[src/rtl/branch_resolve_unit_if.sv]
// Bundle between the fetch/execute stages and branch_resolve_unit.
// The stages drive the master side; the resolve unit is the slave.
interface branch_resolve_unit_if #(
  parameter int unsigned WIDTH = 32,
  parameter int unsigned CNT_W = 16
);
  logic             push_valid;
  logic [WIDTH-1:0] push_pc;
  logic             push_taken;
  logic [WIDTH-1:0] push_target;
  logic             resolve_valid;
  logic             resolve_taken;
  logic [WIDTH-1:0] resolve_target;
  logic             flush;
  logic [WIDTH-1:0] save_pc;
  logic             full;
  logic             empty;
  logic             underflow_err;
  logic [CNT_W-1:0] branch_cnt;
  logic [CNT_W-1:0] mispred_cnt;

  modport master (
    output push_valid, push_pc, push_taken, push_target,
    output resolve_valid, resolve_taken, resolve_target,
    input  flush, save_pc, full, empty, underflow_err, branch_cnt, mispred_cnt
  );

  modport slave (
    input  push_valid, push_pc, push_taken, push_target,
    input  resolve_valid, resolve_taken, resolve_target,
    output flush, save_pc, full, empty, underflow_err, branch_cnt, mispred_cnt
  );
endinterface

[src/rtl/branch_resolve_unit.sv]
// In-order branch resolution: queues fetch predictions, checks them against
// execute outcomes, and issues a one-cycle flush/redirect on a mispredict.
module branch_resolve_unit #(
  parameter int unsigned WIDTH = 32,
  parameter int unsigned DEPTH = 4,
  parameter int unsigned CNT_W = 16
) (
  input  logic clk,
  input  logic reset,
  branch_resolve_unit_if.slave bus
);
  localparam int unsigned PTR_W = $clog2(DEPTH);
  localparam int unsigned OCC_W = PTR_W + 1;
  localparam logic [OCC_W-1:0] OCC_FULL = OCC_W'(DEPTH);

  logic [WIDTH-1:0] pc_mem     [DEPTH];
  logic [WIDTH-1:0] target_mem [DEPTH];
  logic [DEPTH-1:0] taken_mem;

  logic [PTR_W-1:0] wr_ptr_q, wr_ptr_d;
  logic [PTR_W-1:0] rd_ptr_q, rd_ptr_d;
  logic [OCC_W-1:0] occ_q, occ_d;
  logic             full_q, full_d;
  logic             empty_q, empty_d;
  logic             flush_q, flush_d;
  logic [WIDTH-1:0] save_pc_q, save_pc_d;
  logic             underflow_q, underflow_d;
  logic [CNT_W-1:0] branch_cnt_q, branch_cnt_d;
  logic [CNT_W-1:0] mispred_cnt_q, mispred_cnt_d;

  logic             resolve_acc;
  logic             pop;
  logic             mispredict;
  logic             push_acc;
  logic [WIDTH-1:0] head_pc;
  logic [WIDTH-1:0] head_target;
  logic             head_taken;
  logic [WIDTH-1:0] correct_pc;

  always_comb begin
    head_pc     = pc_mem[rd_ptr_q];
    head_target = target_mem[rd_ptr_q];
    head_taken  = taken_mem[rd_ptr_q];

    resolve_acc = bus.resolve_valid & ~flush_q;
    pop         = resolve_acc & (occ_q != '0);
    mispredict  = pop & ((head_taken != bus.resolve_taken) |
                         (head_taken & bus.resolve_taken &
                          (head_target != bus.resolve_target)));
    correct_pc  = bus.resolve_taken ? bus.resolve_target : head_pc + WIDTH'(4);

    // A full queue still takes a push when a correct pop frees the head slot.
    push_acc    = bus.push_valid & ~flush_q & ~mispredict &
                  ((occ_q != OCC_FULL) | pop);
  end

  always_comb begin
    wr_ptr_d      = wr_ptr_q;
    rd_ptr_d      = rd_ptr_q;
    occ_d         = occ_q;
    flush_d       = mispredict;
    save_pc_d     = save_pc_q;
    underflow_d   = underflow_q;
    branch_cnt_d  = branch_cnt_q;
    mispred_cnt_d = mispred_cnt_q;

    if (mispredict) begin
      wr_ptr_d  = '0;
      rd_ptr_d  = '0;
      occ_d     = '0;
      save_pc_d = correct_pc;
    end else begin
      if (push_acc) wr_ptr_d = wr_ptr_q + PTR_W'(1);
      if (pop)      rd_ptr_d = rd_ptr_q + PTR_W'(1);
      case ({push_acc, pop})
        2'b10:   occ_d = occ_q + OCC_W'(1);
        2'b01:   occ_d = occ_q - OCC_W'(1);
        default: occ_d = occ_q;
      endcase
    end

    if (resolve_acc && occ_q == '0) underflow_d = 1'b1;
    if (pop && branch_cnt_q != '1) branch_cnt_d = branch_cnt_q + CNT_W'(1);
    if (mispredict && mispred_cnt_q != '1) mispred_cnt_d = mispred_cnt_q + CNT_W'(1);

    full_d  = (occ_d == OCC_FULL);
    empty_d = (occ_d == '0);
  end

  always_ff @(posedge clk) begin
    if (reset) begin
      wr_ptr_q      <= '0;
      rd_ptr_q      <= '0;
      occ_q         <= '0;
      full_q        <= 1'b0;
      empty_q       <= 1'b1;
      flush_q       <= 1'b0;
      save_pc_q     <= '0;
      underflow_q   <= 1'b0;
      branch_cnt_q  <= '0;
      mispred_cnt_q <= '0;
    end else begin
      wr_ptr_q      <= wr_ptr_d;
      rd_ptr_q      <= rd_ptr_d;
      occ_q         <= occ_d;
      full_q        <= full_d;
      empty_q       <= empty_d;
      flush_q       <= flush_d;
      save_pc_q     <= save_pc_d;
      underflow_q   <= underflow_d;
      branch_cnt_q  <= branch_cnt_d;
      mispred_cnt_q <= mispred_cnt_d;
    end
  end

  // Payload storage needs no reset: occupancy alone decides what is live.
  always_ff @(posedge clk) begin
    if (push_acc) begin
      pc_mem[wr_ptr_q]     <= bus.push_pc;
      target_mem[wr_ptr_q] <= bus.push_target;
      taken_mem[wr_ptr_q]  <= bus.push_taken;
    end
  end

  assign bus.flush         = flush_q;
  assign bus.save_pc       = save_pc_q;
  assign bus.full          = full_q;
  assign bus.empty         = empty_q;
  assign bus.underflow_err = underflow_q;
  assign bus.branch_cnt    = branch_cnt_q;
  assign bus.mispred_cnt   = mispred_cnt_q;
endmodule

[src/flat_wrapper.sv]
// flat-port wrapper written by rule: the top's interface ports become plain ports
module branch_resolve_unit_flat 
#(
  parameter int unsigned WIDTH = 32,
  parameter int unsigned DEPTH = 4,
  parameter int unsigned CNT_W = 16
)
  (clk, reset, bus_push_valid, bus_push_pc, bus_push_taken, bus_push_target, bus_resolve_valid, bus_resolve_taken, bus_resolve_target, bus_flush, bus_save_pc, bus_full, bus_empty, bus_underflow_err, bus_branch_cnt, bus_mispred_cnt);
  branch_resolve_unit_if #(.WIDTH(WIDTH), .CNT_W(CNT_W)) bus_i ();
  input  logic clk;
  input  logic reset;
  input wire logic [$bits(bus_i.push_valid)-1:0] bus_push_valid;
  input wire logic [$bits(bus_i.push_pc)-1:0] bus_push_pc;
  input wire logic [$bits(bus_i.push_taken)-1:0] bus_push_taken;
  input wire logic [$bits(bus_i.push_target)-1:0] bus_push_target;
  input wire logic [$bits(bus_i.resolve_valid)-1:0] bus_resolve_valid;
  input wire logic [$bits(bus_i.resolve_taken)-1:0] bus_resolve_taken;
  input wire logic [$bits(bus_i.resolve_target)-1:0] bus_resolve_target;
  output wire logic [$bits(bus_i.flush)-1:0] bus_flush;
  output wire logic [$bits(bus_i.save_pc)-1:0] bus_save_pc;
  output wire logic [$bits(bus_i.full)-1:0] bus_full;
  output wire logic [$bits(bus_i.empty)-1:0] bus_empty;
  output wire logic [$bits(bus_i.underflow_err)-1:0] bus_underflow_err;
  output wire logic [$bits(bus_i.branch_cnt)-1:0] bus_branch_cnt;
  output wire logic [$bits(bus_i.mispred_cnt)-1:0] bus_mispred_cnt;
  assign bus_i.push_valid = bus_push_valid;
  assign bus_i.push_pc = bus_push_pc;
  assign bus_i.push_taken = bus_push_taken;
  assign bus_i.push_target = bus_push_target;
  assign bus_i.resolve_valid = bus_resolve_valid;
  assign bus_i.resolve_taken = bus_resolve_taken;
  assign bus_i.resolve_target = bus_resolve_target;
  assign bus_flush = bus_i.flush;
  assign bus_save_pc = bus_i.save_pc;
  assign bus_full = bus_i.full;
  assign bus_empty = bus_i.empty;
  assign bus_underflow_err = bus_i.underflow_err;
  assign bus_branch_cnt = bus_i.branch_cnt;
  assign bus_mispred_cnt = bus_i.mispred_cnt;
  branch_resolve_unit #(.WIDTH(WIDTH), .DEPTH(DEPTH), .CNT_W(CNT_W)) u_core (.clk(clk), .reset(reset), .bus(bus_i));
endmodule
[config.mk]
export PLATFORM = sky130hd
export DESIGN_NAME = branch_resolve_unit_flat
export DESIGN_NICKNAME = d
export VERILOG_FILES = /design/src/rtl/branch_resolve_unit_if.sv /design/src/rtl/branch_resolve_unit.sv /design/src/flat_wrapper.sv
export SDC_FILE = /design/constraint.sdc
export NUM_CORES = 1
export LEC_CHECK = 0
export CAP_MARGIN = 10
export CORE_AREA = 2 2 162 164
export DETAILED_ROUTE_END_ITERATION = 7
export DIE_AREA = 0 0 164 166
export PLACE_DENSITY = 0.89
export RECOVER_POWER = 25
export SYNTH_ARGS = -nofsm -noshare
export SYNTH_HDL_FRONTEND = slang
export SYNTH_SLANG_ARGS = --single-unit
[constraint.sdc]
create_clock -name clk -period 10.7 [get_ports clk]
set_input_delay 1.605 -clock clk [delete_from_list [all_inputs] [get_ports clk]]
set_output_delay 1.605 -clock clk [all_outputs]
set_load 0.03 [all_outputs]
* Yosys cells after proc, flatten, opt, wreduce, memory -nomap -nowiden
Memory sizes are Yosys's and may differ from the RTL's. A register that Yosys moved wholly into a read port is not among the register bits. Cells that the tools add are included. Widths: inputs -> output; s select.
Word-level totals: register bits after elaboration 79, RAM bits 256, logic and storage cells 65, memories kept 2
Cells by class: add/subtract/negate cells 7, order comparisons 3, eq/ne operators 8, muxes and demuxes 14, bitwise gates (word level) 12, reductions and logical operators 8
Memories:
- u_core.pc_mem | words 4, width 32, read ports 1, clocked after Yosys merged registers in 1, write ports 1, RTL line branch_resolve_unit.sv:16 | logic [WIDTH-1:0] pc_mem [DEPTH];
- u_core.target_mem | words 4, width 32, read ports 1, clocked after Yosys merged registers in 1, write ports 1, RTL line branch_resolve_unit.sv:17 | logic [WIDTH-1:0] target_mem [DEPTH];
Operators with widths (count):
- $add 16x1->16 const B | 2
- $add 32x3->32 const B | 1
- $mux 32 | 1
- $ne 16x16->1 const B | 2
- $ne 32x32->1 | 1
- $and 1x1->1 | 8
- $mux 2 | 4
- $logic_not 3->1 | 2
- $lt 2x3->1 const B | 2
- $pmux 3 s2 | 1
- $add 2x1->2 const B | 2
- $bwmux 4 | 1
- $logic_and 1x1->1 | 4
- $mux 1 | 4
- $add 3x1->3 const B | 1
- $eq 3x3->1 const B | 1
- $mux 3 | 1
- $ne 3x3->1 const B | 1
- $reduce_bool 3->1 | 1
- $sub 3x1->3 const B | 1
- $bmux 1 s2 | 1
- $demux 1 s2 | 1
- $eq 2x1->1 const B | 1
- $eq 2x2->1 const B | 1
- other kinds (5) | 7

* Logic depth before layout (Yosys ltp)
Gate-level depths: netlist (run 1).
depth in word-level cells 13, gate-level depth with buffers 15, gate-level depth less buffers 12

* Least setup slack after synthesis (run 1)
No wires, ideal clock.
kind in2reg, start input bus_resolve_target[2], end memory u_core.pc_mem[0][0] (enable), library setup time 430 ps, arrival 4724 ps, slack 5545 ps, cell stages on the path 8, cells stage by stage xnor2_1 nand4_1 or4_1 o21a_1 buf_6 o21ai_2 buf_2 and3_1
Between the ends: longest elaborated chain between the ends 9
RTL lines:
- start: declaration | RTL line flat_wrapper.sv:18 | input wire logic [$bits(bus_i.resolve_target)-1:0] bus_resolve_target;
- $ne 32x32->1 | RTL line branch_resolve_unit.sv:49 | (head_target != bus.resolve_target)));
- $and 1x1->1 | RTL line branch_resolve_unit.sv:48 | (head_taken & bus.resolve_taken &
- $or 1x1->1 | RTL line branch_resolve_unit.sv:47 | mispredict = pop & ((head_taken != bus.resolve_taken) |
- $and 1x1->1 | RTL line branch_resolve_unit.sv:47
- $not 1->1 | RTL line branch_resolve_unit.sv:53 | push_acc = bus.push_valid & ~flush_q & ~mispredict &
- $and 1x1->1 (2 in a row) | RTL line branch_resolve_unit.sv:53
- $mux 1 | RTL line branch_resolve_unit.sv:118 | if (push_acc) begin
- $mux 1 (implied by the code) | RTL line branch_resolve_unit.sv:119 | pc_mem[wr_ptr_q] <= bus.push_pc;
- end: declaration | RTL line branch_resolve_unit.sv:16
No other way between the ends.

==> run_summary.xml, run 1 <==
<?xml version="1.0" encoding="UTF-8"?>
<metrics>
  <group name="status">
    <metric name="outcome" unit="">finished, final reports clean</metric>
  </group>
  <group name="sta">
    <metric name="finalClockSkew" unit="ns">0.01643</metric>
    <metric name="report.final.slew_viol_count" unit="">0</metric>
    <metric name="final.period_utilization" unit="%">55.12</metric>
    <metric name="worst-slew-pin-transition" unit="ns">1.018</metric>
    <metric name="maxClockFrequency" unit="MHz">169.5</metric>
    <metric name="slew_headroom" unit="%">32.16</metric>
    <metric name="finalCriticalPeriod" unit="ns">5.898</metric>
    <metric name="unrepaired_setup_endpoints_after_global_routing" unit="">false</metric>
    <metric name="fin_setup_tns" unit="ns">0</metric>
    <metric name="final_hold_viol_count" unit="">0</metric>
    <metric name="setup_viol_count_final" unit="">0</metric>
  </group>
  <group name="power_and_ir_drop">
    <metric name="static-leakage-power" unit="nW">5.566</metric>
    <metric name="max-vdd-ir-drop" unit="mV">0.1489</metric>
    <metric name="total_power" unit="mW">3.675</metric>
    <metric name="power.density" unit="nW/um^2">217.4</metric>
  </group>
  <group name="yosys">
    <metric name="synth-seq-area-share" unit="%">67.69</metric>
    <metric name="synth_top_area_cell" unit="">edfxtp_1</metric>
    <metric name="post_synth_num_cell_types" unit="">46</metric>
    <metric name="netlist_area" unit="um^2">13810</metric>
    <metric name="ys_warn_count" unit="">0</metric>
    <metric name="ys_ff_latch" unit="">337</metric>
    <metric name="cells_taking_the_most_area_after_synthesis" unit="">edfxtp_1 (57%), dfxtp_1 (11%), mux4_2 (10%)</metric>
    <metric name="synth_top_area_share" unit="%">56.53</metric>
    <metric name="post_synth.cell_area_avg" unit="um^2">15.73</metric>
    <metric name="mappedNetlistNets" unit="">989</metric>
    <metric name="count_of_mapped_cells_out_of_synthesis" unit="">878</metric>
  </group>
  <group name="cts">
    <metric name="clockRootBuffer" unit="">clkbuf_16</metric>
    <metric name="htree_num_levels" unit="">2</metric>
    <metric name="cts_buffer_depth" unit="">3</metric>
    <metric name="holdBufCountCts" unit="">0</metric>
    <metric name="cts_resized" unit="">0</metric>
    <metric name="path_clk_slew" unit="ns">0.06</metric>
    <metric name="cts_num_sinks" unit="">337</metric>
    <metric name="post_cts_buffers" unit="">0</metric>
    <metric name="clock_latency_at_the_later_pin_of_the_worst_skew_pair" unit="ns">0.52</metric>
    <metric name="tritoncts" unit="">built</metric>
    <metric name="cts_buffers" unit="">34</metric>
  </group>
  <group name="floorplan">
    <metric name="placementRows" unit="">59</metric>
    <metric name="die_x" unit="um">164</metric>
    <metric name="floorplan.io_pins" unit="">170</metric>
    <metric name="die_area" unit="um^2">27220</metric>
    <metric name="initial_core_util" unit="%">53.92</metric>
    <metric name="placeableCoreArea" unit="um^2">25620</metric>
    <metric name="die_h" unit="um">166</metric>
  </group>
  <group name="cells_and_area">
    <metric name="final_area" unit="um^2">16910</metric>
    <metric name="fin_nets" unit="">1165</metric>
    <metric name="finish.utilization" unit="%">66.00</metric>
    <metric name="mostFrequentLayoutCell" unit="">edfxtp_1</metric>
    <metric name="num-fill-cells" unit="">1699</metric>
    <metric name="layout-drive-gt1-share" unit="%">12.99</metric>
    <metric name="final_cell_mix" unit="">edfxtp_1 (260), clkdlybuf4s50_1 (124), dfxtp_1 (75)</metric>
    <metric name="n_antenna_cell" unit="">0</metric>
    <metric name="layout-area-overhead-vs-synth" unit="%">22.41</metric>
  </group>
  <group name="worst_setup_path">
    <metric name="setup.worst_path.start_class" unit="">register</metric>
    <metric name="data_arrival_at_the_endpoint_of_the_critical_path" unit="ns">6.04</metric>
    <metric name="crit_fanout" unit="">56</metric>
    <metric name="endpoint_kind" unit="">register</metric>
    <metric name="worstPathRequired" unit="ns">10.84</metric>
    <metric name="criticalPathCategory" unit="">register to register</metric>
  </group>
  <group name="place">
    <metric name="detail_placement_hpwl" unit="um">20810</metric>
    <metric name="port_buffers" unit="">169</metric>
    <metric name="dpl_cell_area" unit="um^2">15790</metric>
    <metric name="place.gp.congestion" unit="">0.8259</metric>
  </group>
  <group name="global_routing">
    <metric name="grt_antenna_before_repair" unit="">1</metric>
    <metric name="vias_in_the_first_global_route" unit="">8713</metric>
    <metric name="grt_first_pass_wirelength" unit="um">48420</metric>
    <metric name="grt_start_max_net_pins" unit="">67</metric>
    <metric name="overflow" unit="">0</metric>
    <metric name="grt_usage" unit="%">23.54</metric>
  </group>
  <group name="routing">
    <metric name="totalWireLength" unit="um">32040</metric>
    <metric name="post_drt_via_cell_ratio" unit="">5.967</metric>
    <metric name="postRouteAntennaNets" unit="">0</metric>
    <metric name="wl_per_cell" unit="um">22.67</metric>
    <metric name="route.detailed.drc" unit="">0</metric>
    <metric name="1st_iter_drt_viols" unit="">842</metric>
    <metric name="via_count" unit="">8431</metric>
    <metric name="first_pass_iters" unit="">5</metric>
  </group>
  <group name="min_path">
    <metric name="hp-start" unit="">u_core.bus.save_pc[8]$_SDFFE_PP0P_</metric>
    <metric name="worst_hold_path_type" unit="">register to register</metric>
  </group>
  <group name="run">
    <metric name="drv.max_cap_violation_count" unit="">0</metric>
  </group>
</metrics>
power breakdown:
part / internal (mW) / switching (mW)
sequential: 1.61 / 0.0797
combinational: 0.345 / 0.461
clock: 0.714 / 0.470
path summary, 6_finish.rpt:
check / end / slack (ns) / cells after the start
max: u_core.pc_mem[3][29]$_DFFE_PP_ / 4.80 / 10
min: u_core.bus.save_pc[8]$_SDFFE_PP0P_ / 0.50 / 2
min reg2reg: u_core.bus.save_pc[8]$_SDFFE_PP0P_ / 0.50 / 2
max reg2reg: u_core.pc_mem[3][29]$_DFFE_PP_ / 4.80 / 10
sequential cells by signal, summed over array words and instances, names as in the netlist, named ones only:
name / count
u_core.bus.underflow_err: 1
u_core.wr_ptr_q: 2
u_core.bus.empty: 1
u_core.bus.flush: 1
u_core.bus.save_pc: 32
u_core.target_mem: 128
u_core.bus.mispred_cnt: 16
u_core.taken_mem: 4
u_core.pc_mem: 128
u_core.rd_ptr_q: 2
u_core.occ_q: 3
u_core.bus.full: 1
u_core.bus.branch_cnt: 16
per-layer routing:
metal | part of all wire, % | GRT usage (%) | vias up | wire length, um
met5 | 0 | 0 | - | 0
met4 | 3.7 | 9.153 | 0 | 1196
met3 | 7.4 | 4.970 | 79 | 2360
met2 | 50 | 39.90 | 415 | 16170
met1 | 38 | 29.72 | 4218 | 12310
li1 | - | - | 3719 | -
kinds of logic (layout without fill, tap and decap cells):
family / Yosys count / after routing / share of synthesized area, %
flip-flops: 337 / 337 / 67.69
AND/OR/NAND/NOR: 216 / 216 / 7.637
multiplexers: 99 / 99 / 13.03
AO/OA/AOI/OAI: 85 / 85 / 3.859
XOR/XNOR: 77 / 77 / 4.883
buffers and inverters: 55 / 255 / 2.038
adder cells (fa/ha/maj): 9 / 9 / 0.8697
final cells by class:
| class | instances | area, um^2 | share of cell area [%] |
|---|---|---|---|
| sequential | 337 | 9354 | 55.32 |
| multi-input combinational | 486 | 4199 | 24.84 |
| timing repair buffer | 179 | 1757 | 10.39 |
| clock buffer | 49 | 988.4 | 5.846 |
| tap | 335 | 419.2 | 2.479 |
| clock inverter | 11 | 130.1 | 0.7696 |
| inverter | 16 | 60.06 | 0.3552 |
worst max-delay path, stage by stage, from the launching register on:
cell and delay (ns):
dfxtp_4 0.79, buf_4 0.66, mux4_2 0.60, xnor2_1 0.19, nand4_1 0.20, or4_1 0.57
o21a_1 0.34, o21ai_4 0.52, buf_4 0.42, and3_2 0.41, buf_4 0.72
per-stage QoR:
step / hold slack [ns] / instances / setup slack (ns)
5_1_grt: 0.5271 / 1413 / 4.424
6_report: 0.5002 / 1413 / 4.802
2_1_floorplan: 0.4766 / 878 / 5.545
3_3_place_gp: 0.4544 / 1353 / 4.812
3_5_place_dp: 0.4848 / 1353 / 4.716
4_1_cts: 0.4984 / 1413 / 4.703
cell usage after synthesis, drive strengths merged:
cell type,instances
o211ai,2
a22o,9
o21a,2
a31oi,1
nor3,8
clkbuf,19
mux2,6
xor2,17
nand4,22
inv,16
ha,8
or4,10
buf,20
xnor2,60
nand2b,2
a21boi,1
nand3,18
and3,13
and4,5
o32a,1
a21oi,16
o221ai,1
or3,10
o21ai,40
and2,4
dfxtp,77
mux2i,29
nand2,51
a211oi,1
o22ai,1
fa,1
nand4b,1
nor2,67
nor2b,4
mux4,64
nand3b,1
o31ai,9
edfxtp,260
o31a,1
Power figures use the tool's default switching activity.
==> run 2: changes to the inputs <==
- clock period: 10.7 -> 5.69 ns (I/O delays scaled with it)
==> run_summary.xml, run 2 (synthesized netlist as in run 1, its figures left out) <==
<?xml version="1.0" encoding="UTF-8"?>
<metrics>
  <group name="status">
    <metric name="outcome" unit="">finished, final reports clean</metric>
  </group>
  <group name="run">
    <metric name="drv.max_cap_violation_count" unit="">0</metric>
  </group>
  <group name="cts">
    <metric name="clockRootBuffer" unit="">clkbuf_16</metric>
    <metric name="holdBufCountCts" unit="">0</metric>
    <metric name="cts_buffers" unit="">35</metric>
    <metric name="post_cts_buffers" unit="">0</metric>
    <metric name="tritoncts" unit="">built</metric>
    <metric name="clock_latency_at_the_later_pin_of_the_worst_skew_pair" unit="ns">0.53</metric>
    <metric name="cts_buffer_depth" unit="">3</metric>
    <metric name="cts_resized" unit="">0</metric>
    <metric name="path_clk_slew" unit="ns">0.06</metric>
    <metric name="htree_num_levels" unit="">2</metric>
    <metric name="cts_num_sinks" unit="">337</metric>
  </group>
  <group name="power_and_ir_drop">
    <metric name="power.density" unit="nW/um^2">411.3</metric>
    <metric name="max-vdd-ir-drop" unit="mV">0.2657</metric>
    <metric name="static-leakage-power" unit="nW">5.618</metric>
  </group>
  <group name="global_routing">
    <metric name="grt_antenna_before_repair" unit="">2</metric>
    <metric name="vias_in_the_first_global_route" unit="">8366</metric>
    <metric name="overflow" unit="">0</metric>
    <metric name="grt_first_pass_wirelength" unit="um">48070</metric>
    <metric name="grt_usage" unit="%">23.55</metric>
    <metric name="grt_start_max_net_pins" unit="">67</metric>
  </group>
  <group name="sta">
    <metric name="maxClockFrequency" unit="MHz">209.8</metric>
    <metric name="final_hold_viol_count" unit="">0</metric>
    <metric name="finalClockSkew" unit="ns">0.02760</metric>
    <metric name="slew_headroom" unit="%">29.89</metric>
    <metric name="unrepaired_setup_endpoints_after_global_routing" unit="">false</metric>
    <metric name="worst-slew-pin-transition" unit="ns">1.052</metric>
    <metric name="final.period_utilization" unit="%">83.77</metric>
    <metric name="setup_viol_count_final" unit="">0</metric>
    <metric name="fin_setup_tns" unit="ns">0</metric>
    <metric name="finalCriticalPeriod" unit="ns">4.766</metric>
    <metric name="report.final.slew_viol_count" unit="">0</metric>
  </group>
  <group name="cells_and_area">
    <metric name="fin_nets" unit="">1168</metric>
    <metric name="layout.area.seq" unit="um^2">9354</metric>
    <metric name="layout.cells.non_filler" unit="">1421</metric>
    <metric name="mostFrequentLayoutCell" unit="">edfxtp_1</metric>
    <metric name="multiInputGateArea" unit="um^2">4199</metric>
    <metric name="final_cell_mix" unit="">edfxtp_1 (260), clkdlybuf4s50_1 (124), dfxtp_1 (75)</metric>
    <metric name="num-fill-cells" unit="">1670</metric>
    <metric name="layout-area-overhead-vs-synth" unit="%">23.39</metric>
    <metric name="layout-drive-gt1-share" unit="%">13.56</metric>
  </group>
  <group name="worst_setup_path">
    <metric name="cpMaxStageDelayCell" unit="">dfxtp_4</metric>
    <metric name="crit_fanout" unit="">51</metric>
    <metric name="setup.worst_path.start_class" unit="">register</metric>
    <metric name="endpoint_kind" unit="">register</metric>
    <metric name="cp_peak_stage_delay" unit="ns">1.01</metric>
    <metric name="path_cells" unit="">mux4_2, xnor2_1, nand4_1, or4_1, o21a_1, o31ai_1, fa_1, nand2_1, o211ai_1, o32a_1, nor2_1, a211oi_1</metric>
    <metric name="data_arrival_at_the_endpoint_of_the_critical_path" unit="ns">5.12</metric>
    <metric name="worstPathRequired" unit="ns">6.04</metric>
    <metric name="criticalPathCategory" unit="">register to register</metric>
    <metric name="r2r.worst_path.cells" unit="">12</metric>
    <metric name="worst_path_dominant_cell_family" unit="">compound AO/OA/AOI/OAI gates</metric>
    <metric name="regToRegEndpoint" unit="">u_core.bus.empty$_SDFF_PP1_</metric>
    <metric name="reg2reg_slack" unit="ns">0.92</metric>
    <metric name="critical_path.n_buffers_inverters" unit="">0</metric>
  </group>
  <group name="routing">
    <metric name="via_count" unit="">8448</metric>
    <metric name="1st_iter_drt_viols" unit="">843</metric>
    <metric name="first_pass_iters" unit="">5</metric>
    <metric name="postRouteAntennaNets" unit="">0</metric>
    <metric name="post_drt_via_cell_ratio" unit="">5.945</metric>
    <metric name="wl_per_cell" unit="um">22.52</metric>
    <metric name="totalWireLength" unit="um">32010</metric>
    <metric name="route.detailed.drc" unit="">0</metric>
  </group>
  <group name="min_path">
    <metric name="min_path_cells" unit="">1</metric>
    <metric name="min_to" unit="">u_core.bus.save_pc[31]$_SDFFE_PP0P_</metric>
    <metric name="worst_hold_path_type" unit="">register to register</metric>
    <metric name="hp-start" unit="">u_core.bus.save_pc[31]$_SDFFE_PP0P_</metric>
  </group>
  <group name="floorplan">
    <metric name="placeableCoreArea" unit="um^2">25620</metric>
    <metric name="die_h" unit="um">166</metric>
    <metric name="die_x" unit="um">164</metric>
    <metric name="die_area" unit="um^2">27220</metric>
    <metric name="placementRows" unit="">59</metric>
    <metric name="floorplan.io_pins" unit="">170</metric>
    <metric name="initial_core_util" unit="%">53.92</metric>
  </group>
  <group name="place">
    <metric name="place.gp.congestion" unit="">0.8459</metric>
    <metric name="port_buffers" unit="">169</metric>
    <metric name="detail_placement_hpwl" unit="um">21030</metric>
    <metric name="dpl.cell_count" unit="">1355</metric>
  </group>
</metrics>
==> run 2: cell types whose count changed in the layout (fill, tap and decap cells not counted) <==
cell,change
buf_12,+3
buf_4,-1
bufinv_16,+1
clkbuf_8,-2
clkinv_1,-1
clkinv_16,+1
clkinv_2,+1
clkinv_4,+1
clkinv_8,+1
clkinvlp_4,+1
diode_2,+2
inv_8,+1
==> run 2: layer usage <==
metal / share of wire [%] / GRT usage, %
met5: 0 / 0.3636
met4: 4.5 / 11.37
met3: 7.7 / 4.745
met2: 50 / 37.92
met1: 38 / 30.76
==> run 2: how the worst max path moves through the flow <==
stage	start	endpoint	slack [ns]	depth (start not counted)
after CTS	register	u_core.bus.empty$_SDFF_PP1_	0.87	12
after global placement	register	u_core.bus.empty$_SDFF_PP1_	1.10	12
after floorplan	register	u_core.pc_mem[0][0]$_DFFE_PP_	0.98	11
after global routing	register	u_core.bus.empty$_SDFF_PP1_	0.63	12
final	register	u_core.bus.empty$_SDFF_PP1_	0.92	12
after detailed placement	register	u_core.bus.empty$_SDFF_PP1_	0.97	12
==> run 2: power by group <==
part | switching, mW | total [mW] | internal (mW)
Clock | 0.941 | 2.33 | 1.39
Combinational | 0.832 | 1.49 | 0.660
Sequential | 0.170 | 3.19 | 3.02
==> run 2: final cells by class <==
class	count	share of cell area, %
inverters	16	0.3524
multi-input cells	486	24.64
flip-flops and latches	337	54.89
clock inverters	17	1.380
repair buffers	181	10.62
well taps	335	2.459
clock buffers	47	5.638
diodes	2	0.02937
==> run 2: per-stage QoR <==
stage          power (mW)  hold WS [ns]  util [%]  setup WS (ns)  instance area [um^2]
3_3_place_gp        4.654        0.4659     61.84          1.095                 15840
2_1_floorplan       4.208        0.4766         -         0.9761                 13810
6_report            7.009        0.4861     66.53         0.9235                 17040
5_1_grt             7.258        0.4933     66.53         0.6306                 17040
4_1_cts             7.045        0.4831     66.51         0.8711                 17040
3_5_place_dp        4.714        0.4696     61.84         0.9712                 15840
